**src/rtl/unified_mem_arbiter_if.sv**
```systemverilog
// Bundle of the fetch port, data port and memory-side bus shared by the unified memory arbiter.
// The slave modport is the arbiter's view; master is the pipeline-and-memory side.
interface unified_mem_arbiter_if #(
    parameter int ADDR_W = 32,
    parameter int DATA_W = 32
);
    logic              i_req;
    logic [ADDR_W-1:0] i_addr;
    logic              i_flush;
    logic [DATA_W-1:0] i_rdata;
    logic              i_valid;

    logic              d_req;
    logic              d_we;
    logic [ADDR_W-1:0] d_addr;
    logic [DATA_W-1:0] d_wdata;
    logic [DATA_W-1:0] d_rdata;
    logic              d_valid;

    logic              m_req;
    logic              m_we;
    logic [ADDR_W-1:0] m_addr;
    logic [DATA_W-1:0] m_wdata;
    logic              m_ready;
    logic [DATA_W-1:0] m_rdata;

    logic              stall_F;
    logic              stall_M;

    modport slave (
        input  i_req, i_addr, i_flush,
        output i_rdata, i_valid,
        input  d_req, d_we, d_addr, d_wdata,
        output d_rdata, d_valid,
        output m_req, m_we, m_addr, m_wdata,
        input  m_ready, m_rdata,
        output stall_F, stall_M
    );

    modport master (
        output i_req, i_addr, i_flush,
        input  i_rdata, i_valid,
        output d_req, d_we, d_addr, d_wdata,
        input  d_rdata, d_valid,
        input  m_req, m_we, m_addr, m_wdata,
        output m_ready, m_rdata,
        input  stall_F, stall_M
    );
endinterface

```
**src/rtl/unified_mem_arbiter.sv**
```systemverilog
// Arbitrates one single-port memory between the fetch and data ports: data has priority,
// but a saturating wait counter forces fetch through after MAX_WAIT consecutive data grants.
module unified_mem_arbiter #(
    parameter int ADDR_W   = 32,
    parameter int DATA_W   = 32,
    parameter int MAX_WAIT = 4
) (
    input logic                  clk,
    input logic                  rst,
    unified_mem_arbiter_if.slave bus
);
    localparam logic [1:0] IDLE   = 2'd0;
    localparam logic [1:0] BUSY_I = 2'd1;
    localparam logic [1:0] BUSY_D = 2'd2;
    localparam logic [1:0] RESP   = 2'd3;

    localparam logic [3:0] WAIT_LIMIT = 4'(MAX_WAIT);

    logic [1:0]        state;
    logic              owner_i;
    logic              kill;
    logic [3:0]        wait_cnt;
    logic              m_req_r;
    logic              m_we_r;
    logic [ADDR_W-1:0] m_addr_r;
    logic [DATA_W-1:0] m_wdata_r;
    logic [DATA_W-1:0] i_rdata_r;
    logic [DATA_W-1:0] d_rdata_r;
    logic              grant_d;
    logic              grant_i;
    logic              i_valid_c;
    logic              d_valid_c;

    always_comb begin
        grant_d = bus.d_req && !(bus.i_req && (wait_cnt >= WAIT_LIMIT));
        grant_i = !grant_d && bus.i_req;
    end

    always_ff @(posedge clk or posedge rst) begin
        if (rst) begin
            state     <= IDLE;
            owner_i   <= 1'b0;
            kill      <= 1'b0;
            m_req_r   <= 1'b0;
            m_we_r    <= 1'b0;
            m_addr_r  <= '0;
            m_wdata_r <= '0;
            i_rdata_r <= '0;
            d_rdata_r <= '0;
        end else begin
            case (state)
                IDLE: begin
                    if (grant_d) begin
                        state     <= BUSY_D;
                        owner_i   <= 1'b0;
                        m_req_r   <= 1'b1;
                        m_we_r    <= bus.d_we;
                        m_addr_r  <= bus.d_addr;
                        m_wdata_r <= bus.d_wdata;
                    end else if (grant_i) begin
                        state     <= BUSY_I;
                        owner_i   <= 1'b1;
                        m_req_r   <= 1'b1;
                        m_we_r    <= 1'b0;
                        m_addr_r  <= bus.i_addr;
                        m_wdata_r <= '0;
                        if (bus.i_flush) begin
                            kill <= 1'b1;
                        end
                    end
                end
                BUSY_I, BUSY_D: begin
                    // A branch taken while the fetch is in flight must kill its response.
                    if (state == BUSY_I && bus.i_flush) begin
                        kill <= 1'b1;
                    end
                    if (bus.m_ready) begin
                        state   <= RESP;
                        m_req_r <= 1'b0;
                        m_we_r  <= 1'b0;
                        if (state == BUSY_I) begin
                            i_rdata_r <= bus.m_rdata;
                        end else if (!m_we_r) begin
                            d_rdata_r <= bus.m_rdata;
                        end
                    end
                end
                RESP: begin
                    state <= IDLE;
                    kill  <= 1'b0;
                end
                default: state <= IDLE;
            endcase
        end
    end

    always_ff @(posedge clk or posedge rst) begin
        if (rst) begin
            wait_cnt <= '0;
        end else if (!bus.i_req) begin
            wait_cnt <= '0;
        end else if (state == IDLE && grant_d) begin
            if (wait_cnt != 4'hF) begin
                wait_cnt <= wait_cnt + 4'd1;
            end
        end else if (state == IDLE && grant_i) begin
            wait_cnt <= '0;
        end
    end

    // The fetch pulse also honours a flush arriving in the response cycle itself.
    assign i_valid_c   = (state == RESP) && owner_i && !kill && !bus.i_flush;
    assign d_valid_c   = (state == RESP) && !owner_i;

    assign bus.i_valid = i_valid_c;
    assign bus.d_valid = d_valid_c;
    assign bus.i_rdata = i_rdata_r;
    assign bus.d_rdata = d_rdata_r;
    assign bus.m_req   = m_req_r;
    assign bus.m_we    = m_we_r;
    assign bus.m_addr  = m_addr_r;
    assign bus.m_wdata = m_wdata_r;
    assign bus.stall_F = bus.i_req && !i_valid_c;
    assign bus.stall_M = bus.d_req && !d_valid_c;
endmodule

```
**src/flat_wrapper.sv**
```systemverilog
// flat-port wrapper written by rule: the top's interface ports become plain ports
module unified_mem_arbiter_flat 
#(
    parameter int ADDR_W   = 32,
    parameter int DATA_W   = 32,
    parameter int MAX_WAIT = 4
)
  (clk, rst, bus_i_req, bus_i_addr, bus_i_flush, bus_i_rdata, bus_i_valid, bus_d_req, bus_d_we, bus_d_addr, bus_d_wdata, bus_d_rdata, bus_d_valid, bus_m_req, bus_m_we, bus_m_addr, bus_m_wdata, bus_m_ready, bus_m_rdata, bus_stall_F, bus_stall_M);
  unified_mem_arbiter_if #(.ADDR_W(ADDR_W), .DATA_W(DATA_W)) bus_i ();
  input logic clk;
  input logic rst;
  input wire logic [$bits(bus_i.i_req)-1:0] bus_i_req;
  input wire logic [$bits(bus_i.i_addr)-1:0] bus_i_addr;
  input wire logic [$bits(bus_i.i_flush)-1:0] bus_i_flush;
  output wire logic [$bits(bus_i.i_rdata)-1:0] bus_i_rdata;
  output wire logic [$bits(bus_i.i_valid)-1:0] bus_i_valid;
  input wire logic [$bits(bus_i.d_req)-1:0] bus_d_req;
  input wire logic [$bits(bus_i.d_we)-1:0] bus_d_we;
  input wire logic [$bits(bus_i.d_addr)-1:0] bus_d_addr;
  input wire logic [$bits(bus_i.d_wdata)-1:0] bus_d_wdata;
  output wire logic [$bits(bus_i.d_rdata)-1:0] bus_d_rdata;
  output wire logic [$bits(bus_i.d_valid)-1:0] bus_d_valid;
  output wire logic [$bits(bus_i.m_req)-1:0] bus_m_req;
  output wire logic [$bits(bus_i.m_we)-1:0] bus_m_we;
  output wire logic [$bits(bus_i.m_addr)-1:0] bus_m_addr;
  output wire logic [$bits(bus_i.m_wdata)-1:0] bus_m_wdata;
  input wire logic [$bits(bus_i.m_ready)-1:0] bus_m_ready;
  input wire logic [$bits(bus_i.m_rdata)-1:0] bus_m_rdata;
  output wire logic [$bits(bus_i.stall_F)-1:0] bus_stall_F;
  output wire logic [$bits(bus_i.stall_M)-1:0] bus_stall_M;
  assign bus_i.i_req = bus_i_req;
  assign bus_i.i_addr = bus_i_addr;
  assign bus_i.i_flush = bus_i_flush;
  assign bus_i_rdata = bus_i.i_rdata;
  assign bus_i_valid = bus_i.i_valid;
  assign bus_i.d_req = bus_d_req;
  assign bus_i.d_we = bus_d_we;
  assign bus_i.d_addr = bus_d_addr;
  assign bus_i.d_wdata = bus_d_wdata;
  assign bus_d_rdata = bus_i.d_rdata;
  assign bus_d_valid = bus_i.d_valid;
  assign bus_m_req = bus_i.m_req;
  assign bus_m_we = bus_i.m_we;
  assign bus_m_addr = bus_i.m_addr;
  assign bus_m_wdata = bus_i.m_wdata;
  assign bus_i.m_ready = bus_m_ready;
  assign bus_i.m_rdata = bus_m_rdata;
  assign bus_stall_F = bus_i.stall_F;
  assign bus_stall_M = bus_i.stall_M;
  unified_mem_arbiter #(.ADDR_W(ADDR_W), .DATA_W(DATA_W), .MAX_WAIT(MAX_WAIT)) u_core (.clk(clk), .rst(rst), .bus(bus_i));
endmodule
```
**config.mk**
```make
export PLATFORM = sky130hd
export DESIGN_NAME = unified_mem_arbiter_flat
export DESIGN_NICKNAME = d
export VERILOG_FILES = /design/src/rtl/unified_mem_arbiter_if.sv /design/src/rtl/unified_mem_arbiter.sv /design/src/flat_wrapper.sv
export SDC_FILE = /design/constraint.sdc
export NUM_CORES = 1
export LEC_CHECK = 0
export CAP_MARGIN = 20
export CORE_ASPECT_RATIO = 1.25
export CORE_MARGIN = 5
export CORE_UTILIZATION = 42
export CTS_CLUSTER_SIZE = 40
export DETAILED_ROUTE_END_ITERATION = 16
export GPL_ROUTABILITY_DRIVEN = 1
export HOLD_SLACK_MARGIN = 0.03
export MAX_ROUTING_LAYER = met4
export PLACE_DENSITY = 0.84
export SYNTH_ARGS = -nofsm -noshare
export SYNTH_HDL_FRONTEND = slang
export SYNTH_SLANG_ARGS = --single-unit
```
**constraint.sdc**
```tcl
create_clock -name clk -period 6.6 [get_ports clk]
set_input_delay 1.65 -clock clk [delete_from_list [all_inputs] [get_ports clk]]
set_output_delay 1.65 -clock clk [all_outputs]
set_load 0.01 [all_outputs]
```
==> metrics.txt <==
# TYPE chip_impl_metric gauge
chip_impl_metric{name="total_wirelength_of_the_detailed_routed_design",unit="µm"} 16800
chip_impl_metric{name="initial_utilization",unit="%"} 42.4
chip_impl_metric{name="timing.hold.worst_path_depth",unit=""} 1
chip_impl_metric{name="fp.coreArea",unit="µm²"} 13700
chip_impl_metric{name="via_per_inst",unit=""} 5.26
chip_impl_metric{name="groute.usage.overall",unit="%"} 21.2
chip_impl_metric{name="clock_skew_after_layout",unit="ps"} 13.5
chip_impl_metric{name="worst_slew_pin_slew",unit="ps"} 976
chip_impl_metric{name="critical_path_required",unit="ps"} 4950
chip_impl_info{name="cp_endpoint_kind",value="output port"} 1
chip_impl_metric{name="grt_remaining_overflow",unit=""} 0
chip_impl_metric{name="clk_pin_slew_worst_paths",unit="ps"} 60
chip_impl_metric{name="netlist-cell-type-count",unit=""} 33
chip_impl_metric{name="cts.hold.buffers_added",unit=""} 0
chip_impl_metric{name="power.density",unit="nW/µm²"} 500
chip_impl_info{name="layout_commonest_cell",value="sky130_fd_sc_hd__clkdlybuf4s50_1"} 1
chip_impl_metric{name="design.final.nets",unit=""} 851
chip_impl_metric{name="die_width",unit="µm"} 115
chip_impl_metric{name="synth_top_area_share",unit="%"} 59.4
chip_impl_info{name="path_class",value="in2out"} 1
chip_impl_metric{name="power.ir.vdd_worst",unit="V"} 0.000231
chip_impl_info{name="rsz0062_at_grt",value="no"} 1
chip_impl_metric{name="drt.antenna.violating_nets",unit=""} 0
chip_impl_metric{name="cts.repair.resized",unit=""} 0
chip_impl_metric{name="clock_tree.buffer_depth",unit=""} 2
chip_impl_metric{name="fp.dieArea",unit="µm²"} 16300
chip_impl_metric{name="synthesis.nets",unit=""} 591
chip_impl_metric{name="buffer_ports.inserted",unit=""} 268
chip_impl_metric{name="die_height",unit="µm"} 141
chip_impl_metric{name="finalWeightedCongestion",unit=""} 0.853
chip_impl_metric{name="crit_fanout",unit=""} 8
chip_impl_info{name="min_delay_worst_endpoint",value="u_core.bus.m_req"} 1
chip_impl_metric{name="first_pass_grt_wire_length",unit="µm"} 26500
chip_impl_metric{name="synthesis.area",unit="µm²"} 5810
chip_impl_metric{name="cell_internal_pwr",unit="mW"} 3.07
chip_impl_info{name="status",value="finished clean"} 1
chip_impl_metric{name="data_arrival_time_of_the_critical_path",unit="ps"} 3220
chip_impl_metric{name="yosysWarnings",unit=""} 0
chip_impl_metric{name="finalHoldViolCount",unit=""} 0
chip_impl_metric{name="dp_hpwl",unit="µm"} 12200
chip_impl_metric{name="detail_route.wl_per_cell",unit="µm"} 18.7
chip_impl_metric{name="final.min_clock_period",unit="ps"} 4870
chip_impl_info{name="worst_hold_startpoint",value="u_core.bus.m_req"} 1
chip_impl_info{name="synthTopCellsByArea",value="sky130_fd_sc_hd__dfrtp_1, sky130_fd_sc_hd__mux2_2, sky130_fd_sc_hd__a22o_1, sky130_fd_sc_hd__nand2_1, sky130_fd_sc_hd__nand4_1"} 1
chip_impl_info{name="r2r-start",value="u_core.state[0]"} 1
chip_impl_metric{name="period_share",unit="%"} 73.9
chip_impl_metric{name="cts_buffers",unit=""} 17
chip_impl_metric{name="grt_pass1_vias",unit=""} 5079
chip_impl_metric{name="drv.max_cap_violation_count",unit=""} 0
chip_impl_metric{name="sequentialPowerShare",unit="%"} 33.1
chip_impl_metric{name="post_layout_nonfiller_instances",unit=""} 900
chip_impl_metric{name="detailedRoute.firstPassIterationCount",unit=""} 4
chip_impl_metric{name="number_of_vias_in_the_routed_layout",unit=""} 4732
chip_impl_metric{name="final_layout_size_suffix_gt1_share",unit="%"} 16.6
chip_impl_metric{name="antenna_found_initial",unit=""} 1
chip_impl_metric{name="largest_net_degree_at_the_start_of_global_routing",unit=""} 87
chip_impl_metric{name="post-route-drc-count",unit=""} 0
chip_impl_metric{name="power.clock.fraction",unit="%"} 21.1
chip_impl_info{name="startpoint_type",value="input port"} 1
chip_impl_info{name="mostFrequentLayoutCells",value="sky130_fd_sc_hd__clkdlybuf4s50_1, sky130_fd_sc_hd__dfrtp_1, sky130_fd_sc_hd__nand2_1"} 1
chip_impl_metric{name="synth_seq_cells",unit=""} 138
chip_impl_metric{name="drt_first_iter_violations",unit=""} 201
chip_impl_metric{name="numPlacedInstances",unit=""} 866
chip_impl_metric{name="postSynthCellCount",unit=""} 451
chip_impl_metric{name="setup-violations-final",unit=""} 0
chip_impl_metric{name="core.rowCount",unit=""} 48
chip_impl_info{name="r2r-end",value="u_core.bus.m_wdata[4]"} 1
chip_impl_metric{name="worst_slew_margin_rel",unit="%"} 34.7
chip_impl_metric{name="syn2layout_area_growth",unit="%"} 58.0
chip_impl_metric{name="fin_worst_hold_slack",unit="ps"} 496
chip_impl_metric{name="avgSynthCellArea",unit="µm²"} 12.9
chip_impl_metric{name="cts.sink_count",unit=""} 138
chip_impl_metric{name="p_leak",unit="nW"} 3.85
chip_impl_metric{name="dpl_cell_area",unit="µm²"} 8550
chip_impl_info{name="cts_tree",value="done"} 1
chip_impl_metric{name="share_comb_of_total_power",unit="%"} 45.9
chip_impl_info{name="synth_top_cell_by_area",value="sky130_fd_sc_hd__dfrtp_1"} 1
chip_impl_metric{name="fill_cells",unit=""} 1018
chip_impl_metric{name="pin_count",unit=""} 269
chip_impl_metric{name="clock_latency",unit="ps"} 410
chip_impl_metric{name="switching_share",unit="%"} 33.0
chip_impl_metric{name="cts.htree.levels",unit=""} 4
chip_impl_info{name="timing.hold.worst.class",value="reg2reg"} 1
chip_impl_metric{name="maxClockFrequency",unit="GHz"} 0.205
chip_impl_metric{name="finalMaxSlewViolations",unit=""} 0
chip_impl_info{name="clock_tree.root_cell",value="sky130_fd_sc_hd__clkbuf_16"} 1
chip_impl_metric{name="proportion_of_synthesized_chip_area_in_sequential_cells",unit="%"} 59.4
chip_impl_metric{name="cts_post_setup_buffers_inserted",unit=""} 0
chip_impl_metric{name="setup-tns-final",unit="ps"} 0
chip_impl_metric{name="net-switching-power",unit="mW"} 1.51
chip_impl_metric{name="layout.core_utilization",unit="%"} 67.0
chip_impl_metric{name="reg2reg_setup_slack",unit="ps"} 4280
chip_impl_metric{name="rr_worst_depth",unit=""} 6
chip_impl_metric{name="post-route-cell-area",unit="µm²"} 9180
state kept, by name, indices dropped and copies added, names as in the netlist:
register,count
u_core.bus.m_addr,32
u_core.bus.d_rdata,32
u_core.state,2
u_core.wait_cnt,4
u_core.owner_i,1
u_core.bus.m_we,1
u_core.kill,1
u_core.bus.i_rdata,32
u_core.bus.m_req,1
u_core.bus.m_wdata,32
cells in the mapped netlist:
master                       n
sky130_fd_sc_hd__nor2_1      4
sky130_fd_sc_hd__nor2b_1     4
sky130_fd_sc_hd__inv_1       9
sky130_fd_sc_hd__mux2_1      3
sky130_fd_sc_hd__o21a_1      3
sky130_fd_sc_hd__a211oi_2    1
sky130_fd_sc_hd__nor3_1      1
sky130_fd_sc_hd__nor3_4      1
sky130_fd_sc_hd__and2_4      1
sky130_fd_sc_hd__nor2_4      1
sky130_fd_sc_hd__nand3_1     2
sky130_fd_sc_hd__mux2i_1     4
sky130_fd_sc_hd__o22ai_1     2
sky130_fd_sc_hd__nor4b_1     1
sky130_fd_sc_hd__and3_1      1
sky130_fd_sc_hd__ha_1        5
sky130_fd_sc_hd__nand2_1    67
sky130_fd_sc_hd__buf_6       9
sky130_fd_sc_hd__o211ai_2   10
sky130_fd_sc_hd__clkbuf_1   10
sky130_fd_sc_hd__mux2_2     63
sky130_fd_sc_hd__a22o_1     32
sky130_fd_sc_hd__o21ai_4     1
sky130_fd_sc_hd__dfrtp_1   138
sky130_fd_sc_hd__a32oi_1     1
sky130_fd_sc_hd__nand4_1    33
sky130_fd_sc_hd__and2_1      1
sky130_fd_sc_hd__o21ai_1     1
sky130_fd_sc_hd__a21oi_1     3
sky130_fd_sc_hd__buf_2      10
sky130_fd_sc_hd__a221oi_1    1
sky130_fd_sc_hd__o211ai_1   22
sky130_fd_sc_hd__buf_4       6
metrics by stage:
| stage | total power, mW | setup WS [ps] |
|---|---|---|
| after floorplan | 2.52 | 1250 |
| after global placement | 3.55 | 1760 |
| after detailed placement | 3.64 | 1740 |
| after CTS | 4.62 | 1730 |
| after global routing | 4.84 | 1620 |
| final | 4.59 | 1730 |
power groups by stage:
| stage | clock network [mW] | logic [mW] | registers [mW] |
|---|---|---|---|
| 3_5_place_dp | 0 | 2.11 | 1.52 |
| 6_report | 0.965 | 2.10 | 1.52 |
| 2_1_floorplan | 0 | 0.844 | 1.68 |
| 3_3_place_gp | 0 | 2.05 | 1.50 |
| 4_1_cts | 0.987 | 2.12 | 1.52 |
| 5_1_grt | 1.02 | 2.25 | 1.57 |
worst max-delay path, stage by stage:
cell and delay, ps:
sky130_fd_sc_hd__clkdlybuf4s50_1 730, sky130_fd_sc_hd__inv_1 160, sky130_fd_sc_hd__nor2_1 130, sky130_fd_sc_hd__clkdlybuf4s50_1 540
cell families after synthesis:
family	Yosys count	synth area share (%)
mux	70	13.5
compound gates	77	11.6
buf+inv	44	4.61
flops	138	59.4
fa+ha+maj	5	1.08
simple gates	117	9.82
layer usage:
| layer | up-vias | part of all wire (%) | GRT usage (%) |
|---|---|---|---|
| met5 | - | 0 | - |
| met4 | 0 | 2.8 | 8.34 |
| met3 | 30 | 6.9 | 5.80 |
| met2 | 226 | 51 | 34.3 |
| met1 | 2312 | 39 | 25.2 |
| li1 | 2164 | - | - |
cell type report:
| cell class | count | area [µm²] | area share (%) |
|---|---|---|---|
| multi-input combinational | 269 | 2100 | 22.9 |
| clock buffer | 17 | 425 | 4.63 |
| clock inverter | 15 | 179 | 1.95 |
| inverter | 9 | 38.8 | 0.423 |
| antenna | 1 | 2.50 | 0.0273 |
| tap | 175 | 219 | 2.39 |
| timing repair buffer | 276 | 2760 | 30.1 |
| sequential | 138 | 3450 | 37.6 |
how the worst max path moves through the flow:
stage / from / end / slack (ps) / cells past startpoint
2_1_floorplan: rst / u_core.bus.d_rdata[0] / 1250 / 1
3_3_place_gp: bus_i_req / bus_stall_F / 1760 / 4
3_5_place_dp: bus_i_req / bus_stall_F / 1740 / 4
4_1_cts: bus_i_req / bus_stall_F / 1730 / 4
5_1_grt: bus_i_req / bus_stall_F / 1620 / 4
6_report: bus_i_req / bus_stall_F / 1730 / 4
(Power assumes the default switching activity.)
